<file path="config.mk">
export PLATFORM = sky130hd
export DESIGN_NAME = ifmap_stream_packer
export DESIGN_NICKNAME = d
export VERILOG_FILES = /design/src/rtl/ifmap_stream_packer.sv
export SDC_FILE = /design/constraint.sdc
export NUM_CORES = 1
export LEC_CHECK = 0
export ABC_CLOCK_PERIOD_IN_PS = 5500
export CAP_MARGIN = 20
export CORE_MARGIN = 4
export CORE_UTILIZATION = 50
export CTS_CLUSTER_SIZE = 16
export DETAILED_ROUTE_END_ITERATION = 16
export PLACE_DENSITY = 0.85
export SLEW_MARGIN = 40
export SYNTH_ARGS = -nofsm -noshare
export SYNTH_HDL_FRONTEND = slang
export SYNTH_SLANG_ARGS = --single-unit
export TNS_END_PERCENT = 10
</file>
<file path="constraint.sdc">
create_clock -name clk -period 5.5 [get_ports clk]
set_input_delay 0.825 -clock clk [delete_from_list [all_inputs] [get_ports clk]]
set_output_delay 0.825 -clock clk [all_outputs]
set_load 0.01 [all_outputs]
</file>
<file path="src/rtl/ifmap_stream_packer.sv">
// Packs PAR_WRITE row-tagged IF-map pixels into one wide IF FIFO word.
// At end of frame it zero-pads the final pack and pulses frame_done once that pack is written.
module ifmap_stream_packer #(
    parameter int IF_WIDTH  = 16,
    parameter int PAR_WRITE = 16,
    parameter int CNT_WIDTH = 16
) (
    input  logic                          clk,
    input  logic                          rst,
    input  logic                          clr,
    input  logic                          in_valid,
    output logic                          in_ready,
    input  logic [IF_WIDTH-3:0]           in_data,
    input  logic                          in_start,
    input  logic                          in_end,
    input  logic                          in_last,
    input  logic                          buf_full,
    output logic                          buf_wen,
    output logic [IF_WIDTH*PAR_WRITE-1:0] buf_din,
    output logic                          frame_done,
    output logic [CNT_WIDTH-1:0]          pix_count
);

    localparam int IDX_W = (PAR_WRITE > 1) ? $clog2(PAR_WRITE) : 1;

    typedef enum logic {FILL, PUSH} state_t;

    state_t                                 state_q, state_d;
    logic [IDX_W-1:0]                       idx_q, idx_d;
    logic [PAR_WRITE-1:0][IF_WIDTH-1:0]     lanes_q, lanes_d;
    logic                                   last_q, last_d;
    logic                                   done_q, done_d;
    logic [CNT_WIDTH-1:0]                   cnt_q, cnt_d;

    assign in_ready   = (state_q == FILL);
    assign buf_wen    = (state_q == PUSH) & ~buf_full;
    assign buf_din    = lanes_q;
    assign frame_done = done_q;
    assign pix_count  = cnt_q;

    always_comb begin
        state_d = state_q;
        idx_d   = idx_q;
        lanes_d = lanes_q;
        last_d  = last_q;
        done_d  = 1'b0;
        cnt_d   = cnt_q;
        case (state_q)
            FILL: begin
                if (in_valid) begin
                    lanes_d[idx_q] = {in_start, in_end, in_data};
                    cnt_d          = cnt_q + 1'b1;
                    if (in_last) begin
                        // Short final pack: pad the unfilled upper lanes with zeros.
                        for (int i = 0; i < PAR_WRITE; i++)
                            if (i > int'(idx_q)) lanes_d[i] = '0;
                        last_d  = 1'b1;
                        state_d = PUSH;
                    end else if (idx_q == IDX_W'(PAR_WRITE - 1)) begin
                        state_d = PUSH;
                    end else begin
                        idx_d = idx_q + 1'b1;
                    end
                end
            end
            PUSH: begin
                if (!buf_full) begin
                    state_d = FILL;
                    idx_d   = '0;
                    lanes_d = '0;
                    done_d  = last_q;
                    last_d  = 1'b0;
                end
            end
            default: state_d = FILL;
        endcase
    end

    always_ff @(posedge clk) begin
        if (!rst || clr) begin
            state_q <= FILL;
            idx_q   <= '0;
            lanes_q <= '0;
            last_q  <= 1'b0;
            done_q  <= 1'b0;
            cnt_q   <= '0;
        end else begin
            state_q <= state_d;
            idx_q   <= idx_d;
            lanes_q <= lanes_d;
            last_q  <= last_d;
            done_q  <= done_d;
            cnt_q   <= cnt_d;
        end
    end

endmodule

</file>
==> impl_metrics.ini, run 1 <==
[die]
fp.dieH_um = 149
initial_core_util_pct = 50.8
rows = 51
core_um2 = 19500
io_pins = 297
die-area_um2 = 22100
dieWidth_um = 149

[critical_path]
arrival_ns = 2.46
startpoint_type = primary input
worst-setup-path-type = in -> out
worstSetupEndpointType = primary output
path_max_fanout = 25
r2r_slack_ns = 2.98
required_ns = 4.68

[routing]
vias_per_cell = 6.00
first_pass_iters = 5
finalWirelength_mm = 34.6
wl_per_cell_um = 22.7
drtIter0Drc = 761
vias = 9129
ant_nets = 0
drc = 0

[synthesis]
netlist_area_um2 = 9890
ys_seq_area_share_pct = 56.4
synth_cell_types = 53
synth.area.top_cells = dfxtp_1, a22o_1, o2bb2ai_1
synth.most_common_cell = dfxtp_1
async_reset_ff_share_pct = 0
yosysTopAreaCellShare_pct = 56.4
synth-main-ff-cell = dfxtp_1
ys_ff_latch = 279
yosys_warnings = 0
syn_nets = 1014
yosys-top-cells-count = dfxtp_1, nand2_1, a22o_1, clkbuf_1
syn-instance-count = 984
synth_edf_count = 0
synth_top_area_cell = dfxtp_1
avgSynthCellArea_um2 = 10.1

[global_route]
grt_max_degree = 77
track_usage_pct = 29.9
overflow = 0
antenna_found_initial = 0
grt_pass1_vias = 8936
grt_pass1_wl_mm = 52.8

[cts]
cts_tree = yes
ctsHoldBuffers = 0
clockBufferDepth = 3
root_buffer = clkbuf_16
cts.repair.resized = 0
cts_buffers = 28
post-cts-setup-buffer-count = 0
path_clk_slew_ns = 0.06
insertion_delay_ns = 0.53
cts_sinks = 279
htreeDepth = 1

[final_layout]
fin_util_pct = 72.1
nets = 1265
fillers = 1328
area_growth_pct = 41.9
drive_gt1_share_pct = 6.44
num_antenna_cells = 0
final_cells = 1522
stdcell_area_um2 = 14000

[sta]
finalSetupViolCount = 0
finalCriticalPeriod_ns = 3.29
fin_crit_sh_pct = 59.7
finalMaxSlewViolations = 0
slew-limit-headroom_pct = 46.9
worst_pin_slew_ns = 0.795
fin_ws_ns = 2.21
finalClockSkew_ns = 0.0127
rsz0062_at_grt = no
final.setup.tns_ns = 0
max_freq_mhz = 304
hold_viol = 0

[status]
status = finished, final reports clean

[worst_hold_path]
min_path_type = reg -> reg

[flow_run]
maxCapViolations = 0

[power]
vdd_drop_max_uv = 248
powerDensity_nw_per_um2 = 308
leakage_uw = 0.00507

[placed_design]
routabilityCongestion = 0.910
dp_slack_ns = 2.12
port_buffers = 296
postPlaceCellArea_um2 = 13000
placed_cells_incl_taps = 1469
hpwl_mm = 23.3
==> cells in the final DEF, fill, tap and decap left out, types with 6 or more instances in the layout <==
master / n
clkbuf_8: 7
and2_1: 17
o22ai_1: 33
clkdlybuf4s50_1: 296
nand3_1: 29
o21ai_0: 25
mux2i_1: 24
ha_1: 8
nor2_1: 55
a21oi_1: 57
clkbuf_16: 29
nand4_1: 7
xor2_1: 6
a32o_1: 7
dfxtp_1: 279
buf_4: 15
a22o_1: 100
o2bb2ai_1: 45
nand2_1: 104
a22oi_1: 17
nand2b_1: 8
==> cells by family after synthesis <==
family,synth area share [%]
flip-flops,56.4
multiplexers,2.43
AND/OR/NAND/NOR,12.1
AO/OA/AOI/OAI,23.3
XOR/XNOR,0.797
adder cells (fa/ha/maj),1.01
buffers and inverters,3.91
==> sequential cells by signal, indices dropped and copies added (netlist names) <==
name and count:
pix_count 16, last_q 1, frame_done 1, state_q 1
buf_din 256, idx_q 4
==> layer usage <==
metal	vias to the layer above	wire, um	track usage, %
met4	0	1720	13.2
met5	-	0	0
met1	4368	12600	36.4
met2	590	16000	48.4
met3	109	4220	9.99
li1	4062	-	-
==> power by group <==
part	internal [uW]	leakage (uW)	switching [uW]
Clock	1300	0.000514	798
Sequential	2030	0.00225	5.30
Combinational	54.7	0.00231	141
Total	3380	0.00507	944
==> metrics by stage <==
stage               hold slack, ns  total power, uW
finish                       0.460             4320
global route                 0.478             4420
CTS                          0.457             4320
detailed placement           0.445             2260
global placement             0.441             2260
floorplan                    0.453             2180
==> worst max-delay path, stage by stage <==
cell	delay [ns]
clkdlybuf4s50_1	0.44
nand2b_1	0.15
buf_4	0.23
inv_2	0.18
clkdlybuf4s50_1	0.63
==> worst paths after layout <==
kind,cells past startpoint,from,end
worst max-delay path,5,buf_full,buf_wen
worst min-delay path,1,buf_din[97]$_SDFFE_PP0P_,buf_din[97]$_SDFFE_PP0P_
worst max register to register,3,idx_q[2]$_SDFFE_PP0P_,buf_din[30]$_SDFFE_PP0P_
worst min register to register,1,buf_din[97]$_SDFFE_PP0P_,buf_din[97]$_SDFFE_PP0P_
==> final cells by class <==
type | count | area, um^2 | area share [%]
clock buffers | 40 | 837 | 5.96
repair buffers | 312 | 3100 | 22.1
clock inverters | 12 | 200 | 1.43
well taps | 265 | 332 | 2.36
multi-input cells | 609 | 3970 | 28.3
inverters | 5 | 18.8 | 0.134
flip-flops and latches | 279 | 5590 | 39.8
(Power assumes the default switching activity.)
==> run 2: changes to the inputs <==
ABC_CLOCK_PERIOD_IN_PS = 2850   (was 5500)
CORE_UTILIZATION = 42   (was 50)
PLACE_DENSITY = 0.76   (was 0.85)
clock period = 2.85 ns   (was 5.5 ns; I/O delays follow)
==> impl_metrics.ini, run 2 (synthesis gave the netlist of run 1 again) <==
[global_route]
track_usage_pct = 24.9
grt_max_degree = 52
antenna_found_initial = 0
grt_pass1_vias = 8458
overflow = 0
grt_pass1_wl_mm = 51.9

[die]
dieWidth_um = 161
rows = 55
initial_core_util_pct = 43.2
die-area_um2 = 26100
fp.dieH_um = 161
core_um2 = 22900
io_pins = 297

[sta]
finalClockSkew_ns = 0.00807
rsz0062_at_grt = no
final.setup.tns_ns = 0
fin_crit_sh_pct = 86.8
slew-limit-headroom_pct = 45.1
finalCriticalPeriod_ns = 2.47
hold_viol = 0
worst_pin_slew_ns = 0.822
max_freq_mhz = 404
finalSetupViolCount = 0
fin_ws_ns = 0.377
finalMaxSlewViolations = 0

[routing]
vias_per_cell = 5.61
ant_nets = 0
drc = 0
wl_per_cell_um = 21.5
vias = 8894
first_pass_iters = 5
finalWirelength_mm = 34.1
drtIter0Drc = 528

[critical_path]
worstSetupEndpointType = primary output
cp_slowest_cell = clkdlybuf4s50_1
path_max_fanout = 12
path_buf_inv = 2
cp_cell_sequence = nand2b_1, inv_2, clkdlybuf4s50_1
startpoint_type = flip-flop
critPathMaxStageDelay_ns = 0.61
required_ns = 2.42
cpLargestDelayFamily = buffers and inverters
worst-setup-path-type = reg -> out
arrival_ns = 2.05

[cts]
clockBufferDepth = 3
insertion_delay_ns = 0.54
path_clk_slew_ns = 0.06
root_buffer = clkbuf_16
cts_buffers = 27
post-cts-setup-buffer-count = 0
cts.repair.resized = 0
htreeDepth = 1
cts_sinks = 279
ctsHoldBuffers = 0
cts_tree = yes

[power]
powerDensity_nw_per_um2 = 549
p_int_uw = 5910
leakage_uw = 0.00506
power.total_uw = 7690
p_sw_uw = 1780
p_comb_share_pct = 5.2
switching_share_pct = 23.1
vdd_drop_max_uv = 570
clkPwrFrac_pct = 43.9
seqPwrFrac_pct = 51.0

[final_layout]
multi_input_area_um2 = 3950
fillers = 1892
final_cells = 1584
num_antenna_cells = 0
nets = 1282
ff_latch_area_um2 = 5590
layout_commonest_cell = clkdlybuf4s50_1
largest_reg_flops = 256
drive_gt1_share_pct = 6.92
mostFrequentLayoutCells = clkdlybuf4s50_1, dfxtp_1, nand2_1, a22o_1, a21oi_1
area_growth_pct = 41.7

[placed_design]
hpwl_mm = 23.9
routabilityCongestion = 0.865
placed_cells_incl_taps = 1536
port_buffers = 296
dp_slack_ns = 0.341

[worst_hold_path]
min_path_type = reg -> reg

[status]
status = finished, final reports clean

[flow_run]
maxCapViolations = 0
## run 2: changes by cell type in the layout (fill, tap and decap cells not counted), moves of 2 or more
cell	change
clkbuf_1	+4
clkbuf_16	-2
clkbuf_8	-2
buf_4	+17
bufinv_16	-5
a21oi_1	+2
## run 2: metal layers
metal / vias up / wire (um) / GRT usage (%)
met5: - / 0 / 0
met4: 0 / 974 / 7.21
met3: 55 / 3520 / 8.47
li1: 4092 / - / -
met1: 4344 / 14000 / 32.6
met2: 403 / 15500 / 39.3
## run 2: power by group through the flow
stage | Clock (uW) | Combinational [uW] | Sequential [uW]
2_1_floorplan | 0 | 196 | 4010
3_3_place_gp | 0 | 391 | 4010
3_5_place_dp | 0 | 396 | 4010
4_1_cts | 3410 | 396 | 3920
5_1_grt | 3560 | 425 | 3920
6_report | 3370 | 399 | 3920
## run 2: path summary, 6_finish.rpt
check | depth (start not counted) | slack (ns) | to | start
max | 3 | 0.38 | buf_wen | state_q$_SDFF_PP0_
min | 2 | 0.46 | buf_din[172]$_SDFFE_PP0P_ | buf_din[172]$_SDFFE_PP0P_
max reg2reg | 3 | 0.47 | buf_din[181]$_SDFFE_PP0P_ | idx_q[3]$_SDFFE_PP0P_
min reg2reg | 2 | 0.46 | buf_din[172]$_SDFFE_PP0P_ | buf_din[172]$_SDFFE_PP0P_
## run 2: worst min-delay path, cell delays in order (launching register included)
cell,delay [ns]
dfxtp_1,0.31
nand2_1,0.05
o22ai_1,0.05
## run 2: cell type report
type	instances	share of cell area, %
repair buffers	330	23.1
inverters	5	0.134
multi-input cells	609	28.2
clock buffers	40	5.53
flip-flops and latches	279	39.9
well taps	313	2.79
clock inverters	8	0.357
## run 2: through the flow
step / hold WS, ns / util, % / area [um^2]
2_1_floorplan: 0.453 / - / 9890
3_3_place_gp: 0.441 / 57.5 / 13200
3_5_place_dp: 0.446 / 57.6 / 13200
4_1_cts: 0.455 / 61.2 / 14000
5_1_grt: 0.483 / 61.2 / 14000
6_report: 0.457 / 61.2 / 14000
